### config.mk
export PLATFORM = sky130hd
export DESIGN_NAME = dsp_vec_sequencer_flat
export DESIGN_NICKNAME = d
export VERILOG_FILES = /design/src/rtl/dsp_test_pkg.sv /design/src/rtl/dsp_vec_sequencer_if.sv /design/src/rtl/dsp_exp_delay.sv /design/src/rtl/dsp_vec_sequencer.sv /design/src/flat_wrapper.sv
export SDC_FILE = /design/constraint.sdc
export NUM_CORES = 1
export LEC_CHECK = 0
export BUFFER_PORTS_ARGS = -buffer_cell sky130_fd_sc_hd__buf_2
export CAP_MARGIN = 20
export CORE_UTILIZATION = 40
export DETAILED_ROUTE_END_ITERATION = 8
export PLACE_DENSITY = 0.62
export REMOVE_ABC_BUFFERS = 1
export SYNTH_ARGS = -nofsm -noshare
export SYNTH_HDL_FRONTEND = slang
export SYNTH_SLANG_ARGS = --single-unit
### constraint.sdc
create_clock -name clk -period 2.6 [get_ports clk]
set_input_delay 0.26 -clock clk [delete_from_list [all_inputs] [get_ports clk]]
set_output_delay 0.26 -clock clk [all_outputs]
set_load 0.03 [all_outputs]
### src/rtl/dsp_test_pkg.sv
// Shared constants for the DSP48E1 test-vector sequencer: the vector field layout
// and the sequencer FSM state encoding.
package dsp_test_pkg;

    localparam int VEC_W   = 112;

    localparam int EXP_LSB = 64;
    localparam int EXP_W   = 48;
    localparam int OPM_LSB = 57;
    localparam int OPM_W   = 7;
    localparam int ALU_LSB = 53;
    localparam int ALU_W   = 4;
    localparam int INM_LSB = 48;
    localparam int INM_W   = 5;
    localparam int B_LSB   = 30;
    localparam int B_W     = 18;
    localparam int A_LSB   = 0;
    localparam int A_W     = 30;

    typedef enum logic [1:0] {
        S_IDLE  = 2'd0,
        S_FETCH = 2'd1,
        S_DRAIN = 2'd2,
        S_DONE  = 2'd3
    } state_t;

endpackage

### src/rtl/dsp_vec_sequencer_if.sv
// BRAM read port plus the DSP input/output bundle that the sequencer drives and observes.
interface dsp_vec_sequencer_if
    import dsp_test_pkg::*;
#(
    parameter int ADDR_W = 8
);
    logic              bram_en;
    logic [ADDR_W-1:0] bram_addr;
    logic [VEC_W-1:0]  bram_dout;
    logic [A_W-1:0]    dsp_a;
    logic [B_W-1:0]    dsp_b;
    logic [INM_W-1:0]  dsp_inmode;
    logic [ALU_W-1:0]  dsp_alumode;
    logic [OPM_W-1:0]  dsp_opmode;
    logic [EXP_W-1:0]  dsp_p;

    modport master (
        output bram_en, bram_addr, dsp_a, dsp_b, dsp_inmode, dsp_alumode, dsp_opmode,
        input  bram_dout, dsp_p
    );

    modport slave (
        input  bram_en, bram_addr, dsp_a, dsp_b, dsp_inmode, dsp_alumode, dsp_opmode,
        output bram_dout, dsp_p
    );
endinterface

### src/rtl/dsp_exp_delay.sv
// Shift line that carries {valid, expected P, address} alongside the DSP pipeline so the
// tail entry lines up with the P value it describes.
module dsp_exp_delay
    import dsp_test_pkg::*;
#(
    parameter int DSP_LAT = 3,
    parameter int ADDR_W  = 8
) (
    input  logic              clk,
    input  logic              rst_n,
    input  logic              i_vld,
    input  logic [EXP_W-1:0]  i_exp,
    input  logic [ADDR_W-1:0] i_addr,
    output logic              o_vld,
    output logic [EXP_W-1:0]  o_exp,
    output logic [ADDR_W-1:0] o_addr
);
    logic [DSP_LAT-1:0]             r_vld;
    logic [DSP_LAT-1:0][EXP_W-1:0]  r_exp;
    logic [DSP_LAT-1:0][ADDR_W-1:0] r_addr;

    always_ff @(posedge clk or negedge rst_n) begin
        if (!rst_n) begin
            r_vld  <= '0;
            r_exp  <= '0;
            r_addr <= '0;
        end else begin
            r_vld[0]  <= i_vld;
            r_exp[0]  <= i_exp;
            r_addr[0] <= i_addr;
            for (int s = 1; s < DSP_LAT; s++) begin
                r_vld[s]  <= r_vld[s-1];
                r_exp[s]  <= r_exp[s-1];
                r_addr[s] <= r_addr[s-1];
            end
        end
    end

    assign o_vld  = r_vld[DSP_LAT-1];
    assign o_exp  = r_exp[DSP_LAT-1];
    assign o_addr = r_addr[DSP_LAT-1];
endmodule

### src/rtl/dsp_vec_sequencer.sv
// Streams test vectors from BRAM into a DSP48E1 multiply stage, one per cycle, and checks
// each P against the expected value carried alongside the DSP pipeline.
module dsp_vec_sequencer
    import dsp_test_pkg::*;
#(
    parameter int ADDR_W  = 8,
    parameter int NUM_VEC = 256,
    parameter int DSP_LAT = 3
) (
    input  logic                 clk,
    input  logic                 rst_n,
    input  logic                 start,
    output logic                 busy,
    output logic                 done,
    output logic                 pass,
    output logic [ADDR_W:0]      err_cnt,
    output logic [ADDR_W-1:0]    first_err_addr,
    output logic                 first_err_vld,
    dsp_vec_sequencer_if.master  bus
);
    localparam logic [ADDR_W-1:0] LAST_ADDR  = ADDR_W'(NUM_VEC - 1);
    localparam int                DCNT_W     = $clog2(DSP_LAT + 2);
    localparam logic [DCNT_W-1:0] DRAIN_LAST = DCNT_W'(DSP_LAT + 1);

    state_t              r_state, w_state_nxt;
    logic [ADDR_W-1:0]   r_addr, r_rd_addr, r_drv_addr;
    logic [DCNT_W-1:0]   r_drain_cnt;
    logic                r_rd_vld, r_drv_vld;
    logic [EXP_W-1:0]    r_drv_exp;
    logic [A_W-1:0]      r_a;
    logic [B_W-1:0]      r_b;
    logic [INM_W-1:0]    r_inmode;
    logic [ALU_W-1:0]    r_alumode;
    logic [OPM_W-1:0]    r_opmode;
    logic [ADDR_W:0]     r_err_cnt, w_err_nxt;
    logic [ADDR_W-1:0]   r_first_addr;
    logic                r_first_vld, r_pass;
    logic                w_bram_en, w_busy, w_done;
    logic                w_run_start, w_fetch_last, w_drain_last;
    logic                w_tail_vld, w_mismatch;
    logic [EXP_W-1:0]    w_tail_exp;
    logic [ADDR_W-1:0]   w_tail_addr;

    assign w_run_start  = (r_state == S_IDLE) && start;
    assign w_fetch_last = (r_state == S_FETCH) && (r_addr == LAST_ADDR);
    assign w_drain_last = (r_state == S_DRAIN) && (r_drain_cnt == DRAIN_LAST);

    always_ff @(posedge clk or negedge rst_n) begin
        if (!rst_n) r_state <= S_IDLE;
        else        r_state <= w_state_nxt;
    end

    always_comb begin
        w_state_nxt = r_state;
        w_bram_en   = 1'b0;
        w_busy      = 1'b1;
        w_done      = 1'b0;
        unique case (r_state)
            S_IDLE: begin
                w_busy = 1'b0;
                if (start) w_state_nxt = S_FETCH;
            end
            S_FETCH: begin
                w_bram_en = 1'b1;
                if (w_fetch_last) w_state_nxt = S_DRAIN;
            end
            S_DRAIN: if (w_drain_last) w_state_nxt = S_DONE;
            S_DONE: begin
                w_done      = 1'b1;
                w_state_nxt = S_IDLE;
            end
            default: w_state_nxt = S_IDLE;
        endcase
    end

    // Address wraps to 0 after the last issue so a full 2^ADDR_W run still ends clean.
    always_ff @(posedge clk or negedge rst_n) begin
        if (!rst_n) begin
            r_addr      <= '0;
            r_drain_cnt <= '0;
        end else begin
            if (r_state == S_FETCH) r_addr <= w_fetch_last ? '0 : r_addr + 1'b1;
            r_drain_cnt <= (r_state == S_DRAIN) ? r_drain_cnt + 1'b1 : '0;
        end
    end

    always_ff @(posedge clk or negedge rst_n) begin
        if (!rst_n) begin
            r_rd_vld   <= 1'b0;
            r_rd_addr  <= '0;
            r_drv_vld  <= 1'b0;
            r_drv_exp  <= '0;
            r_drv_addr <= '0;
            r_a        <= '0;
            r_b        <= '0;
            r_inmode   <= '0;
            r_alumode  <= '0;
            r_opmode   <= '0;
        end else begin
            r_rd_vld  <= w_bram_en;
            r_rd_addr <= r_addr;
            r_drv_vld <= r_rd_vld;
            if (r_rd_vld) begin
                r_drv_exp  <= bus.bram_dout[EXP_LSB +: EXP_W];
                r_drv_addr <= r_rd_addr;
                r_a        <= bus.bram_dout[A_LSB   +: A_W];
                r_b        <= bus.bram_dout[B_LSB   +: B_W];
                r_inmode   <= bus.bram_dout[INM_LSB +: INM_W];
                r_alumode  <= bus.bram_dout[ALU_LSB +: ALU_W];
                r_opmode   <= bus.bram_dout[OPM_LSB +: OPM_W];
            end
        end
    end

    dsp_exp_delay #(.DSP_LAT(DSP_LAT), .ADDR_W(ADDR_W)) u_exp_delay (
        .clk    (clk),
        .rst_n  (rst_n),
        .i_vld  (r_drv_vld),
        .i_exp  (r_drv_exp),
        .i_addr (r_drv_addr),
        .o_vld  (w_tail_vld),
        .o_exp  (w_tail_exp),
        .o_addr (w_tail_addr)
    );

    assign w_mismatch = w_tail_vld && (bus.dsp_p != w_tail_exp);
    assign w_err_nxt  = r_err_cnt + (ADDR_W+1)'(w_mismatch);

    // The last compare lands on the final DRAIN edge, so pass is taken from the next count.
    always_ff @(posedge clk or negedge rst_n) begin
        if (!rst_n) begin
            r_err_cnt    <= '0;
            r_first_addr <= '0;
            r_first_vld  <= 1'b0;
            r_pass       <= 1'b0;
        end else if (w_run_start) begin
            r_err_cnt    <= '0;
            r_first_addr <= '0;
            r_first_vld  <= 1'b0;
            r_pass       <= 1'b0;
        end else begin
            r_err_cnt <= w_err_nxt;
            if (w_mismatch && !r_first_vld) begin
                r_first_addr <= w_tail_addr;
                r_first_vld  <= 1'b1;
            end
            if (w_drain_last) r_pass <= (w_err_nxt == '0);
        end
    end

    assign busy            = w_busy;
    assign done            = w_done;
    assign pass            = r_pass;
    assign err_cnt         = r_err_cnt;
    assign first_err_addr  = r_first_addr;
    assign first_err_vld   = r_first_vld;
    assign bus.bram_en     = w_bram_en;
    assign bus.bram_addr   = r_addr;
    assign bus.dsp_a       = r_a;
    assign bus.dsp_b       = r_b;
    assign bus.dsp_inmode  = r_inmode;
    assign bus.dsp_alumode = r_alumode;
    assign bus.dsp_opmode  = r_opmode;
endmodule

### src/flat_wrapper.sv
// flat-port wrapper written by rule: the top's interface ports become plain ports
module dsp_vec_sequencer_flat import dsp_test_pkg::*;
#(
    parameter int ADDR_W  = 8,
    parameter int NUM_VEC = 256,
    parameter int DSP_LAT = 3
)
  (clk, rst_n, start, busy, done, pass, err_cnt, first_err_addr, first_err_vld, bus_bram_en, bus_bram_addr, bus_dsp_a, bus_dsp_b, bus_dsp_inmode, bus_dsp_alumode, bus_dsp_opmode, bus_bram_dout, bus_dsp_p);
  dsp_vec_sequencer_if #(.ADDR_W(ADDR_W)) bus_i ();
  input  logic clk;
  input  logic rst_n;
  input  logic start;
  output logic busy;
  output logic done;
  output logic pass;
  output logic [ADDR_W:0] err_cnt;
  output logic [ADDR_W-1:0] first_err_addr;
  output logic first_err_vld;
  output wire logic [$bits(bus_i.bram_en)-1:0] bus_bram_en;
  output wire logic [$bits(bus_i.bram_addr)-1:0] bus_bram_addr;
  output wire logic [$bits(bus_i.dsp_a)-1:0] bus_dsp_a;
  output wire logic [$bits(bus_i.dsp_b)-1:0] bus_dsp_b;
  output wire logic [$bits(bus_i.dsp_inmode)-1:0] bus_dsp_inmode;
  output wire logic [$bits(bus_i.dsp_alumode)-1:0] bus_dsp_alumode;
  output wire logic [$bits(bus_i.dsp_opmode)-1:0] bus_dsp_opmode;
  input wire logic [$bits(bus_i.bram_dout)-1:0] bus_bram_dout;
  input wire logic [$bits(bus_i.dsp_p)-1:0] bus_dsp_p;
  assign bus_bram_en = bus_i.bram_en;
  assign bus_bram_addr = bus_i.bram_addr;
  assign bus_dsp_a = bus_i.dsp_a;
  assign bus_dsp_b = bus_i.dsp_b;
  assign bus_dsp_inmode = bus_i.dsp_inmode;
  assign bus_dsp_alumode = bus_i.dsp_alumode;
  assign bus_dsp_opmode = bus_i.dsp_opmode;
  assign bus_i.bram_dout = bus_bram_dout;
  assign bus_i.dsp_p = bus_dsp_p;
  dsp_vec_sequencer #(.ADDR_W(ADDR_W), .NUM_VEC(NUM_VEC), .DSP_LAT(DSP_LAT)) u_core (.clk(clk), .rst_n(rst_n), .start(start), .busy(busy), .done(done), .pass(pass), .err_cnt(err_cnt), .first_err_addr(first_err_addr), .first_err_vld(first_err_vld), .bus(bus_i));
endmodule
## Yosys cells after proc, flatten, opt, wreduce, memory -nomap -nowiden

Cells that the tools add are included.

| word-level totals | value |
|---|---|
| bits in registers | 333 |
| latch bits | 0 |
| memory bits (writable) | 0 |
| ROM bits | 0 |
| output and inout port bits | 94 |
| logic and storage cells | 63 |
| memories kept | 0 |

| operators by class | value |
|---|---|
| add/subtract/negate cells | 3 |
| multiply operators | 0 |
| div/mod/pow operators | 0 |
| $lt $le $gt $ge | 0 |
| equal/unequal tests | 9 |
| shift operators | 0 |
| muxes and demuxes | 16 |
| bitwise operators | 0 |
| reduce and logical (&&, ||, !) cells | 11 |

Operator list:

| operator | count |
|---|---|
| $ne A48 B48 Y1 | 1 |
| $mux W8 | 3 |
| $add A9 B1 Y9 | 1 |
| $logic_not A9 Y1 | 1 |
| $mux W9 | 1 |
| $add A8 B1 Y8 const B | 1 |
| $eq A8 B8 Y1 const B | 1 |
| $pmux W2 S4 | 1 |
| $mux W1 | 7 |
| $mux W2 | 3 |
| $logic_and A1 B1 Y1 | 5 |
| $eq A2 B2 Y1 const B | 2 |
| $ne A2 B1 Y1 const B | 2 |
| $reduce_bool A2 Y1 | 2 |
| $add A3 B1 Y3 const B | 1 |
| $eq A3 B3 Y1 const B | 1 |
| $mux W3 | 1 |
| $reduce_and A3 Y1 | 1 |
| $eq A2 B1 Y1 const B | 1 |
| $logic_not A2 Y1 | 1 |
| $ne A2 B2 Y1 const B | 1 |
| $logic_not A1 Y1 | 1 |

## Depth between registers and ports, before layout

Gate-level depths: netlist of the first run.

| logic depth | value |
|---|---|
| depth after elaboration | 6 |
| gate-level depth with buffers | 11 |
| depth with buffers taken out | 11 |

## Hierarchy

From an unflattened synthesis of the first run, not the netlist that was laid out.

| unflattened totals | value |
|---|---|
| cells, all modules | 708 |
| area, all modules | 11509.8 µm² |

Modules (own cells, without submodules):

| module | times used | cells each | area each (µm²) | sequential area each (µm²) |
|---|---|---|---|---|
| dsp_vec_sequencer | 1 | 481 | 6810.3 | 4053.9 |
| dsp_exp_delay | 1 | 227 | 4699.5 | 4279.1 |

## Least setup slack after synthesis of the first run

Ideal clock, no wire load.

| timing | value |
|---|---|
| path kind | reg2reg |
| start point | register u_core.u_exp_delay.r_exp, in the netlist u_core.u_exp_delay.o_exp[31] |
| end point | register u_core.r_pass, in the netlist u_core.pass |
| setup time | 0.095 ns |
| data arrival time | 2.322 ns |
| setup slack | 0.183 ns |
| cell stages (with the launch flop) | 12 |
| path buffers | 0 |
| clock period less this slack | 2.417 ns |
| path through | dfrtp_1 > xnor2_1 > nand4_1 > nor4_2 > a31oi_1 > ha_1 > ha_1 > nand2_1 > or2_1 > xor2_1 > a31oi_1 > o31ai_1 |

| on the way | value |
|---|---|
| cells in the longest elaborated chain, start to end | 6 |

Ends and longest elaborated chain:

| what | line | source |
|---|---|---|
| from (decl) | dsp_exp_delay.sv:19 | `logic [DSP_LAT-1:0][EXP_W-1:0] r_exp;` |
| from (signal, indexed assignment) | dsp_exp_delay.sv:33 | `r_exp[s] <= r_exp[s-1];` |
| $ne A48 B48 Y1 | dsp_vec_sequencer.sv:126 | `assign w_mismatch = w_tail_vld && (bus.dsp_p != w_tail_exp);` |
| $logic_and A1 B1 Y1 | dsp_vec_sequencer.sv:126 |  |
| $add A9 B1 Y9 | dsp_vec_sequencer.sv:127 | `assign w_err_nxt = r_err_cnt + (ADDR_W+1)'(w_mismatch);` |
| $logic_not A9 Y1 | dsp_vec_sequencer.sv:147 | `if (w_drain_last) r_pass <= (w_err_nxt == '0);` |
| $mux W1 | dsp_vec_sequencer.sv:147 |  |
| $mux W1 | dsp_vec_sequencer.sv:136 | `end else if (w_run_start) begin` |
| to (signal assigned) | dsp_vec_sequencer.sv:147 |  |
| to (decl) | dsp_vec_sequencer.sv:37 | `logic r_first_vld, r_pass;` |

Every way passes these cells. The select of a mux whose other input is x is not followed.
A chain may end at the register's enable or synchronous reset.

## Worst setup path in the final report of the first run

| timing | value |
|---|---|
| start point | register u_core.u_exp_delay.r_exp, in the netlist u_core.u_exp_delay.o_exp[25] |
| end point | register u_core.r_pass, in the netlist u_core.pass |

The elaborated chain is that of the path after synthesis.

==> results of run 1 <==
metrics by stage:
| stage | TNS [ps] | hold slack, ps | instances | util [%] |
|---|---|---|---|---|
| 2_1_floorplan | -86130 | -35.6 | 636 | - |
| 3_3_place_gp | -0.825 | 226 | 1282 | 47.9 |
| 3_5_place_dp | -23.2 | 228 | 1282 | 47.9 |
| 4_1_cts | 0 | 5.74 | 1458 | 56.7 |
| 6_report | 0 | 257 | 1467 | 57.0 |
| 5_1_grt | -99.3 | 248 | 1466 | 57.0 |
power breakdown:
group | internal [mW] | switching (mW)
registers | 5.39 | 0.0804
logic | 0.361 | 0.346
clock network | 3.33 | 1.94
cells in the final DEF (no fill, tap or decap), drive strengths merged:
cell	n
nor2b	1
o31ai	1
a311oi	1
a22oi	1
o21ai	4
nand3	10
clkinvlp	2
o211ai	1
xor2	8
nor4	4
a31oi	2
bufinv	5
buf	277
o21a	2
or3	1
nor3	3
dfrtp	333
xnor2	53
mux2i	9
clkinv	5
diode	6
dlygate4sd3	113
nand4	15
inv	7
ha	10
nor2	13
a21oi	2
or2	1
and2	5
clkbuf	50
o41ai	1
nand2	27
mux2	122
registers in the layout (all words and copies together), names as in the netlist:
register and flops:
u_core.bus.dsp_alumode 4, u_core.r_drv_vld 1, u_core.first_err_vld 1, u_core.bus.bram_addr 8, u_core.bus.dsp_opmode 7, u_core.u_exp_delay.r_addr 16
u_core.bus.dsp_inmode 5, u_core.pass 1, u_core.r_drain_cnt 3, u_core.u_exp_delay.r_exp 96, u_core.first_err_addr 8, u_core.r_rd_vld 1
u_core.r_drv_exp 48, u_core.u_exp_delay.r_vld 3, u_core.r_drv_addr 8, u_core.r_state 2, u_core.u_exp_delay.o_addr 8, u_core.r_rd_addr 8
u_core.bus.dsp_b 18, u_core.bus.dsp_a 30, u_core.u_exp_delay.o_exp 48, u_core.err_cnt 9
worst min path at each step:
stage / from / end / slack [ps] / depth (start not counted)
detailed placement: rst_n / u_core.bus.dsp_a[27] / 230 / 1
CTS: bus_bram_dout[36] / u_core.bus.dsp_b[6] / 6 / 2
finish: start / u_core.r_state[0] / 260 / 3
global placement: rst_n / u_core.bus.dsp_a[13] / 230 / 1
global route: start / u_core.r_state[0] / 250 / 3
floorplan: rst_n / u_core.bus.bram_addr[0] / -40 / 0
final cells by class:
type / count / area (um^2)
fillers: 2143 / 11700
flip-flops and latches: 333 / 8340
multi-input cells: 297 / 2700
repair buffers: 390 / 2640
clock buffers: 50 / 1050
well taps: 372 / 465
clock inverters: 13 / 201
inverters: 6 / 22.5
diodes: 6 / 15.0
metal layers:
layer  vias up  routed length [um]  GRT usage [%]
li1       3038                   -              -
met1      3225                9210           20.5
met2       222               10100           25.4
met3        41                1670           5.42
met4         4                 451           4.62
met5         -                  31              0
repair_timing:
action / 4_1_cts / 5_1_grt
resized for setup: 3 / 5
pin swaps: 4 / 9
setup endpoints to repair: 1 / 1
hold endpoints to repair: 163 / 1
hold buffers: 112 / 1
setup buffers: 1 / 2
cell families after synthesis:
group                    Yosys count  share of synthesized area [%]
flip-flops                       333                           75.2
multiplexers                     131                           13.2
AND/OR/NAND/NOR                   80                           3.79
XOR/XNOR                          61                           4.82
buffers and inverters             22                          0.858
AO/OA/AOI/OAI                     15                           1.04
adder cells (fa/ha/maj)           10                           1.13
worst min-delay path: cells and delay by family:
family          cells  cell delay (ps)
buf+inv             1              110
compound gates      2              330
==> results.cfg, run 1 <==
[status]
outcome = finished clean

[critical_path]
reg2reg_from = u_core.u_exp_delay.o_exp[25]
critical_path_peak_fanout = 3
slowest_delay_ps = 440
crit_type = flop to flop
cp.buffers_inverters = 0
worst_ep_arrival_time_ps = 2950
crit_path_end_kind = flop
cp_top_family = simple AND/OR/NAND/NOR gates
crit_slowest_cell = nor4_4
cp-start-kind = flop
crit_end = u_core.pass
r2r_end = u_core.pass
critical_path_required_ps = 2990
worstRegToRegCells = 11
rrSetupSlack_ps = 40
cp.depth = 11
crit_path_cell_trace = xnor2_1 -> nand4_1 -> nor4_4 -> a31oi_1 -> ha_2 -> ha_4 -> nand2_2 -> or2_4 -> xor2_2 -> nand3_1 -> o31ai_1
crit_start = u_core.u_exp_delay.o_exp[25]

[routing]
drt_iter0_drc = 281
ant_nets = 0
avgViaCountPerCell = 4.45
detailroute.via_count = 6530
routedWlPerCell_um = 14.6
first_pass_iters = 4
drcViolationCount = 0
wl_mm = 21.5

[yosys]
synthFlopType = dfrtp_1
synth_top_area_share_pct = 75.2
ys_ff_latch = 333
synth_top_cell_by_area = dfrtp_1
synth_cell_types = 30
synthCells = 652
ys_warn_count = 0
yosysMostFrequentCell = dfrtp_1
synth_common_cells = dfrtp_1 (333), mux2_2 (122), xnor2_1 (53), nand2_1 (27), nand4_1 (15)
async_flop_share_pct = 100
ys_seq_area_share_pct = 75.2
synth.area.top_cells = dfrtp_1 (75%), mux2_2 (12%), xnor2_1 (4.2%)
netlist_area_mm2 = 0.0111
synth_edf_count = 0
avgSynthCellArea_um2 = 17.0

[layout]
fin_area_mm2 = 0.0154
drive_gt1_share_pct = 43.1
nets = 1238
area_growth_syn_to_layout_pct = 39.3

[clocking]
clk_path_buf_depth = 3
cts_max_level = 2
clk_pin_slew_ps = 60
cts-buffers-inserted = 37
cts_tree = yes
clock-root-buffer = clkbuf_16
cts_num_sinks = 333
insertion_delay_ps = 500

[floorplan]
rows = 60
start_util_pct = 40.9
coreArea_mm2 = 0.0271
dieArea_mm2 = 0.0284
die_h_um = 168
die_w_um = 168
io_pins = 257

[sta]
max_freq_ghz = 0.391
worst_slew_pin_slew_ps = 710
fin_crit_sh_pct = 98.3
rsz0062_at_grt = yes
maxSlewViolCount = 0
finalSetupViolCount = 0
min_period_ps = 2560
hold_viol = 0
fin_worst_skew_ps = 16.5
setup_ws_ps = 43.1
max_slew_margin_pct = 52.7

[grt]
antenna_found_initial = 7
grt_max_degree = 73
grt_first_pass_wirelength_mm = 35.6
grt.total_usage_pct = 15.8
grt_overflow = 0
grt_pass1_vias = 6976

[place]
dpl.hpwl_mm = 13.8
port_buffers = 256
gp_congestion = 0.807
postPlaceCellArea_mm2 = 0.0130
pre_cts_slack_ps = -23.2

[power_and_ir_drop]
power.total_mw = 11.4
ir_drop_uv = 744
p_per_area_mw_per_mm2 = 741
p_leak_nw = 7.12

[min_path]
hp-class = input pin to flop

[run]
max_cap_violations = 0
Note: power is estimated with default switching activity, not from simulation.
==> run 2: changes to the inputs <==
--- a/config.mk
+++ b/config.mk
@@ -5,11 +5,13 @@
 export SDC_FILE = /design/constraint.sdc
 export NUM_CORES = 1
 export LEC_CHECK = 0
+export ABC_AREA = 1
 export BUFFER_PORTS_ARGS = -buffer_cell sky130_fd_sc_hd__buf_2
 export CAP_MARGIN = 20
-export CORE_UTILIZATION = 40
+export CORE_UTILIZATION = 30
+export CTS_CLUSTER_DIAMETER = 50
 export DETAILED_ROUTE_END_ITERATION = 8
-export PLACE_DENSITY = 0.62
+export PLACE_DENSITY = 0.49
 export REMOVE_ABC_BUFFERS = 1
 export SYNTH_ARGS = -nofsm -noshare
 export SYNTH_HDL_FRONTEND = slang
==> run 2 against run 1 <==
  * Via count up 3.2%
  * Fmax rose by 7.2%
  * Wire length grew 4.7%
  * Register-to-register slack better by 170 ps
  * Worst hold slack worse by 100 ps
  * Final cell count is 13% higher
  * Synthesized cell count grew 14%
  * Sequential power up 59%
  * Global-route usage shrank 3.7 points
  * Worst setup slack improved by 170 ps
  * Critical path type unchanged
  * Critical endpoint unchanged
  * Largest power group unchanged
==> results.cfg, run 2 <==
[layout]
top_register = u_core.u_exp_delay.r_exp
final_common_cell = dfrtp_1
largest_reg_flops = 96
nets = 1328
drive_gt1_share_pct = 40.5
fill_cells = 3402
area_growth_syn_to_layout_pct = 41.4
final_cells = 1659
layout_common_cells = dfrtp_1 (332), buf_2 (255), mux2_2 (120)
fin_area_mm2 = 0.0159

[grt]
grt_overflow = 0
grt.total_usage_pct = 12.1
gr-usage-met3_pct = 3.82
antenna_found_initial = 6
grt-busiest-layer = met2
grt_max_degree = 79
met1_usage_pct = 15.4
grt_first_pass_wirelength_mm = 37.0
grt_util_met2_pct = 19.4
grt_pass1_vias = 7146

[place]
pre_cts_slack_ps = -20.8
dpl.hpwl_mm = 14.6
dp.cells = 1465
gp_congestion = 0.724
postPlaceCellArea_mm2 = 0.0132
port_buffers = 256

[routing]
detailroute.via_count = 6741
wl_mm = 22.5
first_pass_iters = 4
drcViolationCount = 0
ant_nets = 0
avgViaCountPerCell = 4.06
drt_iter0_drc = 166
routedWlPerCell_um = 13.5

[critical_path]
critical_path_peak_fanout = 2
cp_top_family = simple AND/OR/NAND/NOR gates
cp.depth = 16
crit_path_end_kind = flop
critical_path_required_ps = 3000
worstRegToRegCells = 16
cp-start-kind = flop
crit_path_cell_trace = xnor2_1 -> nand2_1 -> nor2_2 -> nand2_1 -> nor2_4 -> nand3_2 -> and2_2 -> ha_1 -> ha_2 -> nand3_2 -> nor2_1 -> nand3_1 -> xnor2_2 -> nor2_1 -> nand4_1 -> o21ai_0
cp.buffers_inverters = 0
slowest_delay_ps = 380
worst_ep_arrival_time_ps = 2780
crit_type = flop to flop
crit_slowest_cell = dfrtp_1

[floorplan]
die_w_um = 196
coreArea_mm2 = 0.0367
io_pins = 257
die_h_um = 196
rows = 70
dieArea_mm2 = 0.0382
start_util_pct = 30.6

[sta]
fin_worst_skew_ps = 19.4
max_slew_margin_pct = 56.4
min_period_ps = 2390
maxSlewViolCount = 0
finalSetupViolCount = 0
worst_slew_pin_slew_ps = 654
hold_viol = 0
setup_ws_ps = 214
max_freq_ghz = 0.419
fin_crit_sh_pct = 91.8

[yosys]
synthXorXnorAreaFrac_pct = 4.05
yosysMostFrequentCell = dfrtp_1
synthMuxAreaShare_pct = 12.0
synth_top_area_share_pct = 74.2
synth_compound_area_share_pct = 0.524
ys_seq_area_share_pct = 74.2
synth_cell_types = 26
synth_common_cells = dfrtp_1 (333), mux2_2 (120), nand2_1 (85), inv_1 (45), xnor2_1 (45)
ys_ff_latch = 333
synthCells = 742
ys_warn_count = 0
synth.area.top_cells = dfrtp_1 (74%), mux2_2 (12%), xnor2_1 (3.5%)
synth_edf_count = 0
synth_top_family_by_area = multiplexers
netlist_area_mm2 = 0.0112
yosys.area_share.adder_pct = 1.11
async_flop_share_pct = 100
synthSimpleGateAreaFrac_pct = 5.90
avgSynthCellArea_um2 = 15.1
synthFlopType = dfrtp_1
synth_top_cell_by_area = dfrtp_1

[clocking]
clk_path_buf_depth = 3
cts_tree = yes
cts_num_sinks = 333
clock-root-buffer = clkbuf_16
clk_pin_slew_ps = 60
post_cts_buffers = 0
insertion_delay_ps = 530
cts-buffers-inserted = 43
cts_max_level = 2

[min_path]
whs_path_depth = 4
hp-class = input pin to flop

[power_and_ir_drop]
p_leak_nw = 7.52
power.total_mw = 19.8
ir_drop_uv = 811
p_per_area_mw_per_mm2 = 1250

[status]
outcome = finished clean

[run]
max_cap_violations = 0
[run 2: final timing paths]
kind                                               from                      endpoint  slack (ps)
setup / recovery           u_core.u_exp_delay.o_exp[23]                   u_core.pass         210
hold / removal                                    start             u_core.r_state[1]         160
setup reg to reg           u_core.u_exp_delay.o_exp[23]                   u_core.pass         210
hold reg to reg            u_core.u_exp_delay.r_exp[11]  u_core.u_exp_delay.r_exp[59]         340
max in group asynchronous                         rst_n           u_core.r_drv_exp[1]        1520
min in group asynchronous                         rst_n      u_core.first_err_addr[2]         330
[run 2: stage by stage]
stage                     hold WS, ps  util [%]  TNS, ps
after floorplan                 -35.6         -   -86130
after global placement            323      36.1        0
after detailed placement          325      36.1    -20.8
after CTS                         126      43.2        0
after global routing              154      43.3    -16.2
final                             156      43.3        0
[run 2: tightest hold or removal path: cells and delay by family]
family	cells	cell delay (ps)
buffers and inverters	1	100
AOI/OAI and AO/OA	2	180
and+or+nand+nor	1	100
[run 2: area by class of cell]
class / instances / area, um^2 / area share [%]
Inverter: 46 / 173 / 1.09
Clock inverter: 23 / 272 / 1.71
Tap cell: 468 / 586 / 3.69
Timing Repair Buffer: 383 / 2620 / 16.5
Antenna cell: 3 / 7.51 / 0.0473
Sequential cell: 333 / 8340 / 52.5
Clock buffer: 55 / 1190 / 7.52
Multi-Input combinational cell: 348 / 2700 / 17.0
[run 2: per-layer routing]
| layer | up-vias | wire length (um) |
|---|---|---|
| met5 | - | 39 |
| met2 | 191 | 10400 |
| met3 | 51 | 1580 |
| met1 | 3252 | 9920 |
| li1 | 3241 | - |
| met4 | 6 | 557 |
[run 2: logic make-up (layout without fill, tap and decap cells)]
group,count (synthesis),in the layout
flip-flops,333,333
AND/OR/NAND/NOR,156,156
multiplexers,120,120
buffers and inverters,61,507
XOR/XNOR,52,52
adder cells (fa/ha/maj),10,10
AO/OA/AOI/OAI,10,10
other,0,3
[run 2: power by group]
group          switching [mW]  total [mW]  internal, mW
logic                    2.84        5.19          2.35
registers                1.09        8.70          7.60
clock network            2.26        5.94          3.69
total                    6.19        19.8          13.6
[run 2: what timing repair did]
| action | CTS | global route |
|---|---|---|
| endpoints found under the hold margin | 183 | 0 |
| gates resized for setup | 2 | 10 |
| hold buffers | 113 | 0 |
| setup endpoints to repair | 1 | 3 |
| pin swaps | 0 | 5 |
==> run 3: changes to the inputs <==
--- a/config.mk
+++ b/config.mk
@@ -15,4 +15,5 @@
 export REMOVE_ABC_BUFFERS = 1
 export SYNTH_ARGS = -nofsm -noshare
 export SYNTH_HDL_FRONTEND = slang
+export SYNTH_HIERARCHICAL = 1
 export SYNTH_SLANG_ARGS = --single-unit
==> run 3 against run 2 <==
  * Combinational power grew 0.8%
  * Highest routed layer unchanged
  * Worst hold slack lost 9.8 ps
  * Non-clock buffer count shrank 6
  * Synthesized area grew 3.8%
  * Final cell count grew 2.4%
  * Count of clock-buffer cells in the layout grew 3
  * Core utilization shrank 1.2 points
  * First-iteration DRC count shrank 26%
  * Sequential share of layout area shrank 0.28 points
  * Clock power grew 4.7%
==> results.cfg, run 3 <==
[clocking]
insertion_delay_ps = 550
clk_pin_slew_ps = 60
cts_num_sinks = 333
clock-root-buffer = clkbuf_16
cts_max_level = 2
cts-buffers-inserted = 43
clk_path_buf_depth = 3
cts_tree = yes

[sta]
maxSlewViolCount = 0
holdWs_ps = 146
rsz0062_at_grt = yes
worst_slew_pin_slew_ps = 613
min_period_ps = 2430
fin_crit_sh_pct = 93.4
hold_viol = 0
max_freq_ghz = 0.412
finalSetupViolCount = 0
max_slew_margin_pct = 59.2
fin_worst_skew_ps = 17.0

[power_and_ir_drop]
p_comb_share_pct = 25.9
p_seq_share_pct = 43.2
p_per_area_mw_per_mm2 = 1260
ir_drop_uv = 872
p_int_mw = 13.9
pwr-share-clk_pct = 30.9
power_switching_share_pct = 31.0
p_sw_mw = 6.25
p_leak_nw = 7.53

[routing]
first_pass_iters = 4
avgViaCountPerCell = 3.96
detailroute.via_count = 6724
routedWlPerCell_um = 13.4
drcViolationCount = 0
drt_iter0_drc = 123
wl_mm = 22.7
ant_nets = 0

[grt]
grt_pass1_vias = 7110
grt.total_usage_pct = 11.8
grt_first_pass_wirelength_mm = 36.7
antenna_found_initial = 6
grt_overflow = 0
grt_max_degree = 82

[layout]
final_common_cell = dfrtp_1
final_cells = 1698
layout_common_cells = dfrtp_1 (332), buf_2 (255), mux2_2 (120)
fill_cells = 3538
nets = 1325
top_register = u_core/u_exp_delay/r_exp
area_growth_syn_to_layout_pct = 37.0
fin_area_mm2 = 0.0160
drive_gt1_share_pct = 39.7
largest_reg_flops = 96

[yosys]
netlist_area_mm2 = 0.0117
async_flop_share_pct = 100
synthFlopType = dfrtp_1
ys_seq_area_share_pct = 71.5
synthCells = 801
synth_top_area_share_pct = 71.5
synth.area.top_cells = dfrtp_1 (71%), mux2_2 (12%), buf_4 (3.6%)
avgSynthCellArea_um2 = 14.6
synth_common_cells = dfrtp_1 (333), mux2_2 (120), nand2_1 (87), buf_4 (56), inv_1 (49)
ys_ff_latch = 333
synth_top_cell_by_area = dfrtp_1
yosysMostFrequentCell = dfrtp_1
synth_edf_count = 0
synth_cell_types = 28
ys_warn_count = 6

[status]
outcome = finished clean

[floorplan]
coreArea_mm2 = 0.0379
rows = 71
io_pins = 257
die_w_um = 199
start_util_pct = 30.7
die_h_um = 199
dieArea_mm2 = 0.0396

[critical_path]
critical_path_required_ps = 3080
crit_path_end_kind = flop
crit_type = flop to flop
cp-start-kind = flop
critical_path_peak_fanout = 2
worst_ep_arrival_time_ps = 2900

[place]
port_buffers = 256
dp.cells = 1505
postPlaceCellArea_mm2 = 0.0132
dpl.hpwl_mm = 14.2
gp_congestion = 0.744

[min_path]
hp-class = input pin to flop

[run]
max_cap_violations = 0
==> run 3: changes by cell type in the layout (fill, tap and decap cells not counted), sizes merged, moves of 2 or more <==
| cell | delta |
|---|---|
| buf | -6 |
| bufinv | +2 |
| clkbuf | +3 |
| clkinv | -7 |
| inv | +7 |
| nand3 | +2 |
| nand4 | -3 |
| nor2 | -4 |
| nor3 | +3 |
| xnor2 | -3 |
==> run 3: critical path: stages (launching register included) <==
cell and delay (ps):
dfrtp_1 380, xnor2_1 150, nand2_1 80, nor2_1 100, nand2_1 110, nor2_4 170, nand3_2 110, and2_4 160
ha_4 160, ha_4 170, xor2_2 150, nor3_2 160, nand3_1 90, nor2_1 130, nand3_1 80, o21ai_1 130
==> run 3: logic make-up (layout without fill, tap and decap cells) <==
group,count (synthesis),count (layout),synth area share [%]
DFF,333,333,71.5
muxes,120,120,11.6
xor gates and xnor gates,50,50,3.76
adders and majority gates,10,10,1.07
buffers and inverters,121,505,5.85
AOI/OAI and AO/OA,12,12,0.569
other,0,2,0
and+or+nand+nor,155,155,5.66
==> run 3: area by class of cell <==
cell class / instances / area [um^2] / share of cell area [%]
multi-input combinational: 347 / 2700 / 16.9
timing repair buffer: 377 / 2570 / 16.1
clock inverter: 20 / 299 / 1.87
inverter: 50 / 188 / 1.18
antenna: 2 / 5.00 / 0.0313
clock buffer: 58 / 1220 / 7.66
sequential: 333 / 8340 / 52.2
tap: 511 / 639 / 4.00
==> run 3: metal layers <==
layer / vias up / wire length (um) / part of all wire (%) / global-route usage, %
met5: - / 45 / 0.20 / 0
li1: 3224 / - / - / -
met2: 195 / 10300 / 45 / 18.4
met3: 59 / 1760 / 7.7 / 4.15
met1: 3240 / 9860 / 43 / 14.6
met4: 6 / 726 / 3.2 / 5.70
==> run 3: stage by stage <==
step                setup WS, ps  setup TNS, ps  power [mW]  util (%)
floorplan                   -714         -86130        12.3         -
global placement            41.3              0        13.8      34.9
detailed placement         -29.1          -29.1        13.9      34.9
CTS                         25.3              0        20.4      41.9
global route               -50.0          -50.0        21.4      42.1
finish                       172              0        20.2      42.1
==> run 3: worst paths after layout <==
check                                               end  slack, ps                          from  cells past startpoint
max reg2reg                                 u_core/pass        170  u_core/u_exp_delay/o_exp[32]                     15
min in group asynchronous         u_core/r_drain_cnt[2]        170                         rst_n                      2
min reg2reg                u_core/u_exp_delay/o_exp[26]        340  u_core/u_exp_delay/r_exp[74]                      0
max in group asynchronous          u_core/bus.dsp_a[22]       1700                         rst_n                      3
max                                         u_core/pass        170  u_core/u_exp_delay/o_exp[32]                     15
min                                   u_core/r_state[1]        150                         start                      4
==> run 3: timing repair <==
action / 4_1_cts / 5_1_grt
resized for setup: 2 / 10
endpoints found under the setup margin: 1 / 1
hold buffers: 113 / 0
setup buffers: 0 / 0
pin swaps: 0 / 9
hold endpoints to repair: 445 / 0
==> run 3: power by group through the flow <==
stage | combinational (mW) | clock (mW) | sequential [mW]
2_1_floorplan | 2.40 | 0 | 9.92
3_3_place_gp | 5.03 | 0 | 8.75
3_5_place_dp | 5.10 | 0 | 8.81
4_1_cts | 5.23 | 6.46 | 8.75
5_1_grt | 5.69 | 6.66 | 9.04
6_report | 5.23 | 6.22 | 8.71
